## src/rtl/axi_pkg.sv

```systemverilog
// axi_pkg: shared FSM state type, AXI3 field widths and encoding constants
package axi_pkg;

    typedef enum logic [2:0] {IDLE, WADDR, WDATA, WRESP, RADDR, RDATA, DONE} state_t;

    localparam int LEN_W   = 4;
    localparam int SIZE_W  = 3;
    localparam int BURST_W = 2;
    localparam int LOCK_W  = 2;
    localparam int CACHE_W = 4;
    localparam int PROT_W  = 3;
    localparam int RESP_W  = 2;

    localparam logic [BURST_W-1:0] BURST_INCR  = 2'b01;
    localparam logic [RESP_W-1:0]  RESP_OKAY   = 2'b00;
    localparam logic [RESP_W-1:0]  RESP_EXOKAY = 2'b01;
    localparam logic [RESP_W-1:0]  RESP_SLVERR = 2'b10;
    localparam logic [RESP_W-1:0]  RESP_DECERR = 2'b11;

endpackage

```

## src/rtl/axi_master.sv

```systemverilog
// axi_master: single-outstanding AXI3 master driven by a command port and data streams
module axi_master
    import axi_pkg::*;
#(
    parameter int ADDR_W = 32,
    parameter int DATA_W = 32,
    parameter int ID_W   = 4
) (
    input  logic                  clk,
    input  logic                  reset,
    input  logic                  cmd_valid,
    output logic                  cmd_ready,
    input  logic                  cmd_write,
    input  logic [ADDR_W-1:0]     cmd_addr,
    input  logic [ID_W-1:0]       cmd_id,
    input  logic [LEN_W-1:0]      cmd_len,
    input  logic                  wr_valid,
    output logic                  wr_ready,
    input  logic [DATA_W-1:0]     wr_data,
    input  logic [DATA_W/8-1:0]   wr_strb,
    output logic                  rd_valid,
    input  logic                  rd_ready,
    output logic [DATA_W-1:0]     rd_data,
    output logic [RESP_W-1:0]     rd_resp,
    output logic                  rd_last,
    output logic                  done_valid,
    output logic                  done_write,
    output logic [ID_W-1:0]       done_id,
    output logic [RESP_W-1:0]     done_resp,
    output logic [ID_W-1:0]       awid,
    output logic [ADDR_W-1:0]     awaddr,
    output logic [LEN_W-1:0]      awlen,
    output logic [SIZE_W-1:0]     awsize,
    output logic [BURST_W-1:0]    awburst,
    output logic [LOCK_W-1:0]     awlock,
    output logic [CACHE_W-1:0]    awcache,
    output logic [PROT_W-1:0]     awprot,
    output logic                  awvalid,
    input  logic                  awready,
    output logic [ID_W-1:0]       wid,
    output logic [DATA_W-1:0]     wdata,
    output logic [DATA_W/8-1:0]   wstrb,
    output logic                  wlast,
    output logic                  wvalid,
    input  logic                  wready,
    input  logic [ID_W-1:0]       bid,
    input  logic [RESP_W-1:0]     bresp,
    input  logic                  bvalid,
    output logic                  bready,
    output logic [ID_W-1:0]       arid,
    output logic [ADDR_W-1:0]     araddr,
    output logic [LEN_W-1:0]      arlen,
    output logic [SIZE_W-1:0]     arsize,
    output logic [BURST_W-1:0]    arburst,
    output logic [LOCK_W-1:0]     arlock,
    output logic [CACHE_W-1:0]    arcache,
    output logic [PROT_W-1:0]     arprot,
    output logic                  arvalid,
    input  logic                  arready,
    input  logic [ID_W-1:0]       rid,
    input  logic [DATA_W-1:0]     rdata,
    input  logic [RESP_W-1:0]     rresp,
    input  logic                  rlast,
    input  logic                  rvalid,
    output logic                  rready
);

    localparam logic [SIZE_W-1:0] AXSIZE = SIZE_W'($clog2(DATA_W/8));

    state_t              state_q, state_d;
    logic                write_q, write_d;
    logic [ADDR_W-1:0]   addr_q, addr_d;
    logic [ID_W-1:0]     id_q, id_d;
    logic [LEN_W-1:0]    len_q, len_d;
    logic [LEN_W-1:0]    cnt_q, cnt_d;
    logic [RESP_W-1:0]   resp_q, resp_d;
    logic                cmd_ready_q, awvalid_q, arvalid_q, bready_q, done_valid_q;
    logic                in_w, in_r, last_beat;

    assign in_w      = state_q == WDATA;
    assign in_r      = state_q == RDATA;
    assign last_beat = cnt_q == len_q;

    assign cmd_ready  = cmd_ready_q;
    assign done_valid = done_valid_q;
    assign done_write = write_q;
    assign done_id    = id_q;
    assign done_resp  = resp_q;

    assign awid    = id_q;
    assign awaddr  = addr_q;
    assign awlen   = len_q;
    assign awsize  = AXSIZE;
    assign awburst = BURST_INCR;
    assign awlock  = '0;
    assign awcache = '0;
    assign awprot  = '0;
    assign awvalid = awvalid_q;

    assign arid    = id_q;
    assign araddr  = addr_q;
    assign arlen   = len_q;
    assign arsize  = AXSIZE;
    assign arburst = BURST_INCR;
    assign arlock  = '0;
    assign arcache = '0;
    assign arprot  = '0;
    assign arvalid = arvalid_q;

    assign wid      = id_q;
    assign wdata    = wr_data;
    assign wstrb    = wr_strb;
    assign wlast    = in_w && last_beat;
    assign wvalid   = in_w && wr_valid;
    assign wr_ready = in_w && wready;
    assign bready   = bready_q;

    assign rd_valid = in_r && rvalid;
    assign rready   = in_r && rd_ready;
    assign rd_data  = rdata;
    assign rd_resp  = rresp;
    assign rd_last  = rlast;

    // Sequencing of one transaction and capture of its fields and response
    always_comb begin
        state_d = state_q;
        write_d = write_q;
        addr_d  = addr_q;
        id_d    = id_q;
        len_d   = len_q;
        cnt_d   = cnt_q;
        resp_d  = resp_q;
        case (state_q)
            IDLE: if (cmd_valid && cmd_ready_q) begin
                state_d = cmd_write ? WADDR : RADDR;
                write_d = cmd_write;
                addr_d  = cmd_addr;
                id_d    = cmd_id;
                len_d   = cmd_len;
                cnt_d   = '0;
                resp_d  = RESP_OKAY;
            end
            WADDR: state_d = awready ? WDATA : WADDR;
            WDATA: if (wvalid && wready) begin
                cnt_d   = cnt_q + 1'b1;
                state_d = last_beat ? WRESP : WDATA;
            end
            WRESP: if (bvalid) begin
                resp_d  = (bid != id_q) ? RESP_SLVERR : bresp;
                state_d = DONE;
            end
            RADDR: state_d = arready ? RDATA : RADDR;
            RDATA: if (rvalid && rready) begin
                cnt_d   = cnt_q + 1'b1;
                resp_d  = (rlast != last_beat || rid != id_q) ? RESP_SLVERR :
                          (rresp > resp_q) ? rresp : resp_q;
                state_d = (rlast || last_beat) ? DONE : RDATA;
            end
            DONE:    state_d = IDLE;
            default: state_d = IDLE;
        endcase
    end

    // State, latched fields and registered handshake outputs
    always_ff @(posedge clk or negedge reset) begin
        if (!reset) begin
            state_q      <= IDLE;
            write_q      <= 1'b0;
            addr_q       <= '0;
            id_q         <= '0;
            len_q        <= '0;
            cnt_q        <= '0;
            resp_q       <= RESP_OKAY;
            cmd_ready_q  <= 1'b0;
            awvalid_q    <= 1'b0;
            arvalid_q    <= 1'b0;
            bready_q     <= 1'b0;
            done_valid_q <= 1'b0;
        end else begin
            state_q      <= state_d;
            write_q      <= write_d;
            addr_q       <= addr_d;
            id_q         <= id_d;
            len_q        <= len_d;
            cnt_q        <= cnt_d;
            resp_q       <= resp_d;
            cmd_ready_q  <= state_d == IDLE;
            awvalid_q    <= state_d == WADDR;
            arvalid_q    <= state_d == RADDR;
            bready_q     <= state_d == WRESP;
            done_valid_q <= state_d == DONE;
        end
    end

endmodule

```

## config.mk

```make
export PLATFORM = sky130hd
export DESIGN_NAME = axi_master
export DESIGN_NICKNAME = d
export VERILOG_FILES = /design/src/rtl/axi_pkg.sv /design/src/rtl/axi_master.sv
export SDC_FILE = /design/constraint.sdc
export NUM_CORES = 1
export LEC_CHECK = 0
export CAP_MARGIN = 20
export CORE_AREA = 2 2 127 129
export CTS_CLUSTER_SIZE = 14
export DETAILED_ROUTE_END_ITERATION = 8
export DIE_AREA = 0 0 129 131
export PLACE_DENSITY = 0.72
export SKIP_LAST_GASP = 1
export SYNTH_ARGS = -nofsm -noshare
export SYNTH_HDL_FRONTEND = slang
export SYNTH_SLANG_ARGS = --single-unit
```

## constraint.sdc

```tcl
create_clock -name clk -period 2.5 [get_ports clk]
set_clock_uncertainty 0.05 [all_clocks]
set_input_delay 0.5 -clock clk [delete_from_list [all_inputs] [get_ports clk]]
set_output_delay 0.5 -clock clk [all_outputs]
set_load 0.02 [all_outputs]
```

==> results.txt, run 1 <==
global route total overflow -> 0
routed vias/inst -> 3.87
first-pass GRT wire length -> 14.2 mm
part of the total power dissipated in the clock network -> 0.137
Reg-to-Reg End -> cmd_ready$_DFF_PN0_
largest family of logic cells by synthesized area -> buffers and inverters
routability congestion estimate -> 0.874
worst reg-to-reg path cell count -> 8
pwr/cell area -> 1260 mW/mm²
share of flip-flops with an asynchronous set or reset -> 1.00
die footprint -> 0.0169 mm²
number of warnings issued by yosys -> 0
Worst setup EP type -> primary output
total number of clock tree sinks -> 55
TritonRoute pass-1 iters -> 4
hold violation total from the final report -> 0
post-synthesis compound-gate area fraction -> 0.0465
number of standard-cell rows in the floorplan -> 46
DRC violations left -> 0
count of placed standard cells including taps -> 697
required arrival time at the worst endpoint -> 1.95 ns
clock insertion delay at the later pin of the skew report -> 0.30 ns
Reg2Reg Setup Slack -> 0.38 ns
number of buffers created by CTS -> 5
count of nets after finishing -> 628
number of unique standard cell types used by synthesis -> 37
post-synthesis instance area -> 0.00366 mm²
Switch Pwr -> 0.00261 W
Initial DRC Count -> 94
number of cells in the finished layout apart from fillers -> 709
Final Cycle Share -> 0.961
worst-case vdd ir drop -> 0.593 mV
standby leakage power -> 2.18 nW
post-detailed-placement cell area -> 0.00461 mm²
CTS root buffer -> sky130_fd_sc_hd__clkbuf_16
count of input and output buffers -> 167
type of the worst setup path -> flop to primary output
slowest cell on the critical path -> sky130_fd_sc_hd__clkdlybuf4s50_1
clock tree from TritonCTS -> built
clock period minus worst slack -> 2.40 ns
most frequent cells in the layout -> 165 x sky130_fd_sc_hd__clkdlybuf4s50_1, 135 x sky130_fd_sc_hd__nand2_1, 54 x sky130_fd_sc_hd__dfrtp_1
total of max-cap violations -> 0
result of the run -> finished clean
remaining antenna violation count after routing -> 0
io pins -> 332
setup violators final -> 0
most instantiated flip-flop cell in the synthesis netlist -> sky130_fd_sc_hd__dfrtp_1
core box area -> 0.0156 mm²
share of power burned in combinational logic -> 0.585
worst hold path type -> input pin to async pin
Worst Path Arrival -> 1.85 ns
multiplexer share of the synthesized area -> 0
Int Power -> 0.00346 W
clock slew at reported path FFs -> 0.08 ns
sequential group share of total power -> 0.278
aggregate global-route resource usage -> 0.111
most common cell after layout, fill and taps aside -> sky130_fd_sc_hd__clkdlybuf4s50_1
final design instance area without fill -> 0.00482 mm²
clock tree buffer depth -> 2
max-slew violation total from the final report -> 0
via count of the first global-routing pass -> 2,475
layout-stage area growth over the synthesis result -> 31.7%
aggregate negative setup slack -> 0 ns
pin count of the biggest net entering global routing -> 36
die boundary width -> 129 µm
count of flip-flops with a built-in enable after synthesis -> 0
sw frac -> 0.430
Post-Synth Adder-Cell Area -> 0.0137
synthesized-area fraction occupied by and/or/nand/nor cells -> 0.199
placed wire-length estimate -> 7.57 mm
starting utilization of the core area -> 0.235
flip-flop and latch count after synthesis -> 55
fraction of the yosys area taken by sequential cells -> 0.376
share of post-route cells with drive strength above 1 -> 0.0669
number of vias in the routed layout -> 2,744
Post-Synth XOR/XNOR Area -> 0.0311
Die Span Y -> 131 µm
cell breakdown of the critical path -> inv_1 > nor3_2 > and2_1 > clkdlybuf4s50_1
CP startpoint kind -> flop
worst stage delay on the critical path -> 0.59 ns
final wirelength -> 9.73 mm
Avg Inst Size Synth -> 8.39 µm²
FMAX -> 0.416 GHz
antenna violations before repair -> 0
Diodes inserted -> 0
Synth Instances -> 436
CP max FO -> 7
mean routed wirelength per cell -> 13.7 µm
Worst Hold Margin -> 0.102 ns
CTS H-tree lvls -> 2
reg-to-reg critical path startpoint -> arlen[1]$_DFFE_PN0P_
[metrics by stage]
step | setup slack, ns | total power (W) | utilization
6_report | 0.0981 | 0.00607 | 0.309
5_1_grt | -0.00536 | 0.00650 | 0.309
4_1_cts | -0.00107 | 0.00615 | 0.307
3_5_place_dp | 0.160 | 0.00523 | 0.295
3_3_place_gp | 0.217 | 0.00520 | 0.295
2_1_floorplan | 0.615 | 0.00408 | -
[metal layers]
layer  GRT usage  wire length [µm]  vias up
li1            -                 -     1300
met1       0.133              3920     1266
met2       0.177              4650      147
met3      0.0419               840       31
met4      0.0518               318        0
met5           0                 0        -
[power groups by stage]
stage / clock [W] / combinational [W] / sequential [W]
final: 0.000834 / 0.00355 / 0.00169
after global placement: 0 / 0.00349 / 0.00171
after global routing: 0.000922 / 0.00382 / 0.00176
after CTS: 0.000888 / 0.00355 / 0.00171
after floorplan: 0 / 0.00205 / 0.00203
after detailed placement: 0 / 0.00353 / 0.00171
[sequential cells by signal (all words and copies together), names as in the netlist]
name        cells
state_q         3
bready          1
arlen           4
done_write      1
done_valid      1
arvalid         1
done_resp       2
arid            4
cmd_ready       1
awvalid         1
cnt_q           4
araddr         32
[layout make-up]
type / instances / area (µm²)
Clock buffer: 5 / 125
Tap cell: 216 / 270
Timing Repair Buffer: 181 / 1790
Fill cell: 1614 / 10800
Sequential cell: 55 / 1380
Inverter: 10 / 37.5
Multi-Input combinational cell: 239 / 1170
Clock inverter: 3 / 47.5
[synthesized netlist by cell type (2+ instances only)]
cell | number | area share
sky130_fd_sc_hd__nor2b_1 | 3 | 0.0051
sky130_fd_sc_hd__nor2_1 | 4 | 0.0041
sky130_fd_sc_hd__a31oi_1 | 3 | 0.0051
sky130_fd_sc_hd__and2_1 | 5 | 0.0085
sky130_fd_sc_hd__ha_1 | 4 | 0.014
sky130_fd_sc_hd__nand2_1 | 136 | 0.14
sky130_fd_sc_hd__buf_6 | 3 | 0.0092
sky130_fd_sc_hd__dfrtp_1 | 55 | 0.38
sky130_fd_sc_hd__conb_1 | 2 | 0.0021
sky130_fd_sc_hd__buf_2 | 8 | 0.011
sky130_fd_sc_hd__xor2_1 | 5 | 0.012
sky130_fd_sc_hd__buf_4 | 147 | 0.30
sky130_fd_sc_hd__inv_1 | 10 | 0.010
sky130_fd_sc_hd__nor3b_1 | 2 | 0.0041
sky130_fd_sc_hd__nor3_1 | 3 | 0.0041
sky130_fd_sc_hd__a2bb2oi_1 | 2 | 0.0048
sky130_fd_sc_hd__o21ai_0 | 8 | 0.011
sky130_fd_sc_hd__nand3_1 | 4 | 0.0055
sky130_fd_sc_hd__a21oi_1 | 7 | 0.0096
sky130_fd_sc_hd__xnor2_1 | 8 | 0.019
[worst max-delay path by stage]
stage / from / to
final: state_q[2]$_DFF_PN0_ / rready
after global routing: state_q[2]$_DFF_PN0_ / rready
after CTS: state_q[2]$_DFF_PN0_ / rready
after detailed placement: wready / wr_ready
after global placement: wr_valid / wvalid
after floorplan: arlen[3]$_DFFE_PN0P_ / arvalid$_DFF_PN0_
[cells by family (layout without fill, tap and decap cells)]
kind of cell             Yosys count  count (layout)
AO/OA/AOI/OAI                     27              27
XOR/XNOR                          13              13
adder cells (fa/ha/maj)            4               4
buffers and inverters            168             199
flip-flops                        55              55
other                              2              28
AND/OR/NAND/NOR                  167             167
[repair_timing]
action	CTS	global route
hold buffers	0	0
endpoints found under the setup margin	5	4
buffers inserted	1	3
resized for setup	2	1
pin swaps	1	0
[critical path: cells and delay by family (launching register included)]
family	cells	cell delay (ns)
buffers and inverters	2	0.67
DFF	1	0.43
and+or+nand+nor	2	0.44
Power figures use the tool's default switching activity.
==> run 2: changes to the inputs <==
--- a/config.mk
+++ b/config.mk
@@ -12,5 +12,7 @@
 export DIE_AREA = 0 0 129 131
 export PLACE_DENSITY = 0.72
+export SETUP_SLACK_MARGIN = 0.05
 export SKIP_LAST_GASP = 1
+export SLEW_MARGIN = 20
 export SYNTH_ARGS = -nofsm -noshare
 export SYNTH_HDL_FRONTEND = slang
==> constraint.sdc (replaced) <==
create_clock -name clk -period 2.5 [get_ports clk]
set_clock_uncertainty 0.05 [all_clocks]
set_input_delay 0.375 -clock clk [delete_from_list [all_inputs] [get_ports clk]]
set_output_delay 0.375 -clock clk [all_outputs]
set_load 0.02 [all_outputs]
==> run 2 against run 1 <==
Against the previous run: final cell count is 0.85% lower; clock-buffer cell count is 1 higher; routed wire length is 2.6% higher; first-iteration DRC count is 97% higher; sequential share of layout area is 0.41 points higher; clock power is 13% lower; critical path type unchanged.
==> results.txt, run 2 (synthesis gave the netlist of run 1 again) <==
result of the run -> finished clean
standby leakage power -> 2.12 nW
pin count of the biggest net entering global routing -> 42
number of buffers created by CTS -> 5
placed wire-length estimate -> 7.68 mm
final design instance area without fill -> 0.00476 mm²
clock insertion delay at the later pin of the skew report -> 0.30 ns
pwr/cell area -> 1250 mW/mm²
Worst setup EP type -> primary output
most frequent cells in the layout -> 166 x sky130_fd_sc_hd__clkdlybuf4s50_1, 135 x sky130_fd_sc_hd__nand2_1, 52 x sky130_fd_sc_hd__dfrtp_1
routed vias/inst -> 3.94
type of the worst setup path -> flop to primary output
number of vias in the routed layout -> 2,771
startpoint of the most critical setup path -> state_q[2]$_DFF_PN0_
routability congestion estimate -> 0.863
setup violators final -> 0
Die Span Y -> 131 µm
worst hold path type -> input pin to async pin
TritonRoute pass-1 iters -> 4
Reg-to-Reg End -> arvalid$_DFF_PN0_
io pins -> 332
worst stage delay on the critical path -> 0.59 ns
Reg2Reg Setup Slack -> 0.33 ns
CTS hold repair buffers -> 0
count of input and output buffers -> 167
Final Cycle Share -> 0.941
clock tree from TritonCTS -> built
worst-case vdd ir drop -> 0.631 mV
max reg flops -> 32
Initial DRC Count -> 185
Worst Path Arrival -> 1.93 ns
reg-to-reg critical path startpoint -> arlen[2]$_DFFE_PN0P_
aggregate global-route resource usage -> 0.114
hold violation total from the final report -> 0
clock tree buffer depth -> 2
worst reg-to-reg path cell count -> 8
post-detailed-placement cell area -> 0.00458 mm²
fraction of the core area covered by cells at the end of the flow -> 0.305
most common cell after layout, fill and taps aside -> sky130_fd_sc_hd__clkdlybuf4s50_1
via count of the first global-routing pass -> 2,585
first-pass GRT wire length -> 14.5 mm
remaining antenna violation count after routing -> 0
category of cells accounting for the largest share of critical-path delay -> buffers and inverters
Critical Path Stages -> 4
global route total overflow -> 0
Diodes inserted -> 0
fillcell total -> 1,676
total number of clock tree sinks -> 55
count of nets after finishing -> 622
relative slew slack -> 0.521
cell breakdown of the critical path -> inv_1 > nor3_4 > and2_1 > clkdlybuf4s50_1
CTS root buffer -> sky130_fd_sc_hd__clkbuf_16
core box area -> 0.0156 mm²
measured slew at the worst slew-check pin -> 0.718 ns
number of standard-cell rows in the floorplan -> 46
slowest cell on the critical path -> sky130_fd_sc_hd__clkdlybuf4s50_1
clock slew at reported path FFs -> 0.08 ns
buffers plus inverters on the worst setup path -> 2
total of max-cap violations -> 0
CP startpoint kind -> flop
CP max FO -> 8
worst setup path endpoint -> rd_valid
CTS H-tree lvls -> 2
starting utilization of the core area -> 0.235
RSZ-0062 raised after global routing -> no
FMAX -> 0.425 GHz
share of post-route cells with drive strength above 1 -> 0.0575
clock period minus worst slack -> 2.35 ns
required arrival time at the worst endpoint -> 2.08 ns
max-slew violation total from the final report -> 0
layout-stage area growth over the synthesis result -> 30.1%
antenna violations before repair -> 0
die footprint -> 0.0169 mm²
aggregate negative setup slack -> 0 ns
final total power -> 0.00596 W
die boundary width -> 129 µm
final wirelength -> 9.98 mm
DRC violations left -> 0
mean routed wirelength per cell -> 14.2 µm
[run 2: per-stage QoR]
stage	cells	hold slack [ns]	worst slack (ns)
after floorplan	462	0.0294	0.615
after global placement	693	0.415	0.252
after detailed placement	693	0.426	0.228
after CTS	702	0.0825	0.0501
after global routing	703	0.105	0.0529
final	703	0.0688	0.149
[run 2: area by class of cell]
type                            count  area (µm²)  area share
Timing Repair Buffer              175        1740       0.365
Tap cell                          216         270      0.0568
Multi-Input combinational cell    239        1190       0.249
Sequential cell                    55        1380       0.290
Clock inverter                      2        17.5     0.00368
Clock buffer                        6         129      0.0271
Inverter                           10        37.5     0.00789
[run 2: what timing repair did]
action,in CTS,in global routing
setup buffers,1,1
pin swaps,1,1
gates cloned,0,0
endpoints found under the setup margin,5,5
resized for setup,3,3
[run 2: where the power goes]
| part | switching [W] | internal (W) | leakage (nW) |
|---|---|---|---|
| Combinational | 0.00184 | 0.00167 | 1.36 |
| Clock | 0.000351 | 0.000377 | 0.0710 |
| Sequential | 0.000431 | 0.00129 | 0.695 |
| Total | 0.00262 | 0.00333 | 2.12 |
[run 2: worst min-delay path by stage]
stage                             to  slack [ns]  cells after the start
2_1_floorplan  araddr[0]$_DFFE_PN0P_        0.03                      0
3_3_place_gp    done_valid$_DFF_PN0_        0.41                      1
3_5_place_dp    done_valid$_DFF_PN0_        0.43                      1
4_1_cts         done_valid$_DFF_PN0_        0.08                      1
5_1_grt         done_valid$_DFF_PN0_        0.11                      1
6_report        done_valid$_DFF_PN0_        0.07                      1
[run 2: per-layer routing]
layer  vias to the layer above  routed length (µm)  track usage
met3                        32                 955       0.0411
met2                       161                4920        0.192
met5                         -                   0            0
li1                       1292                   -            -
met4                         0                 295       0.0492
met1                      1286                3810        0.132
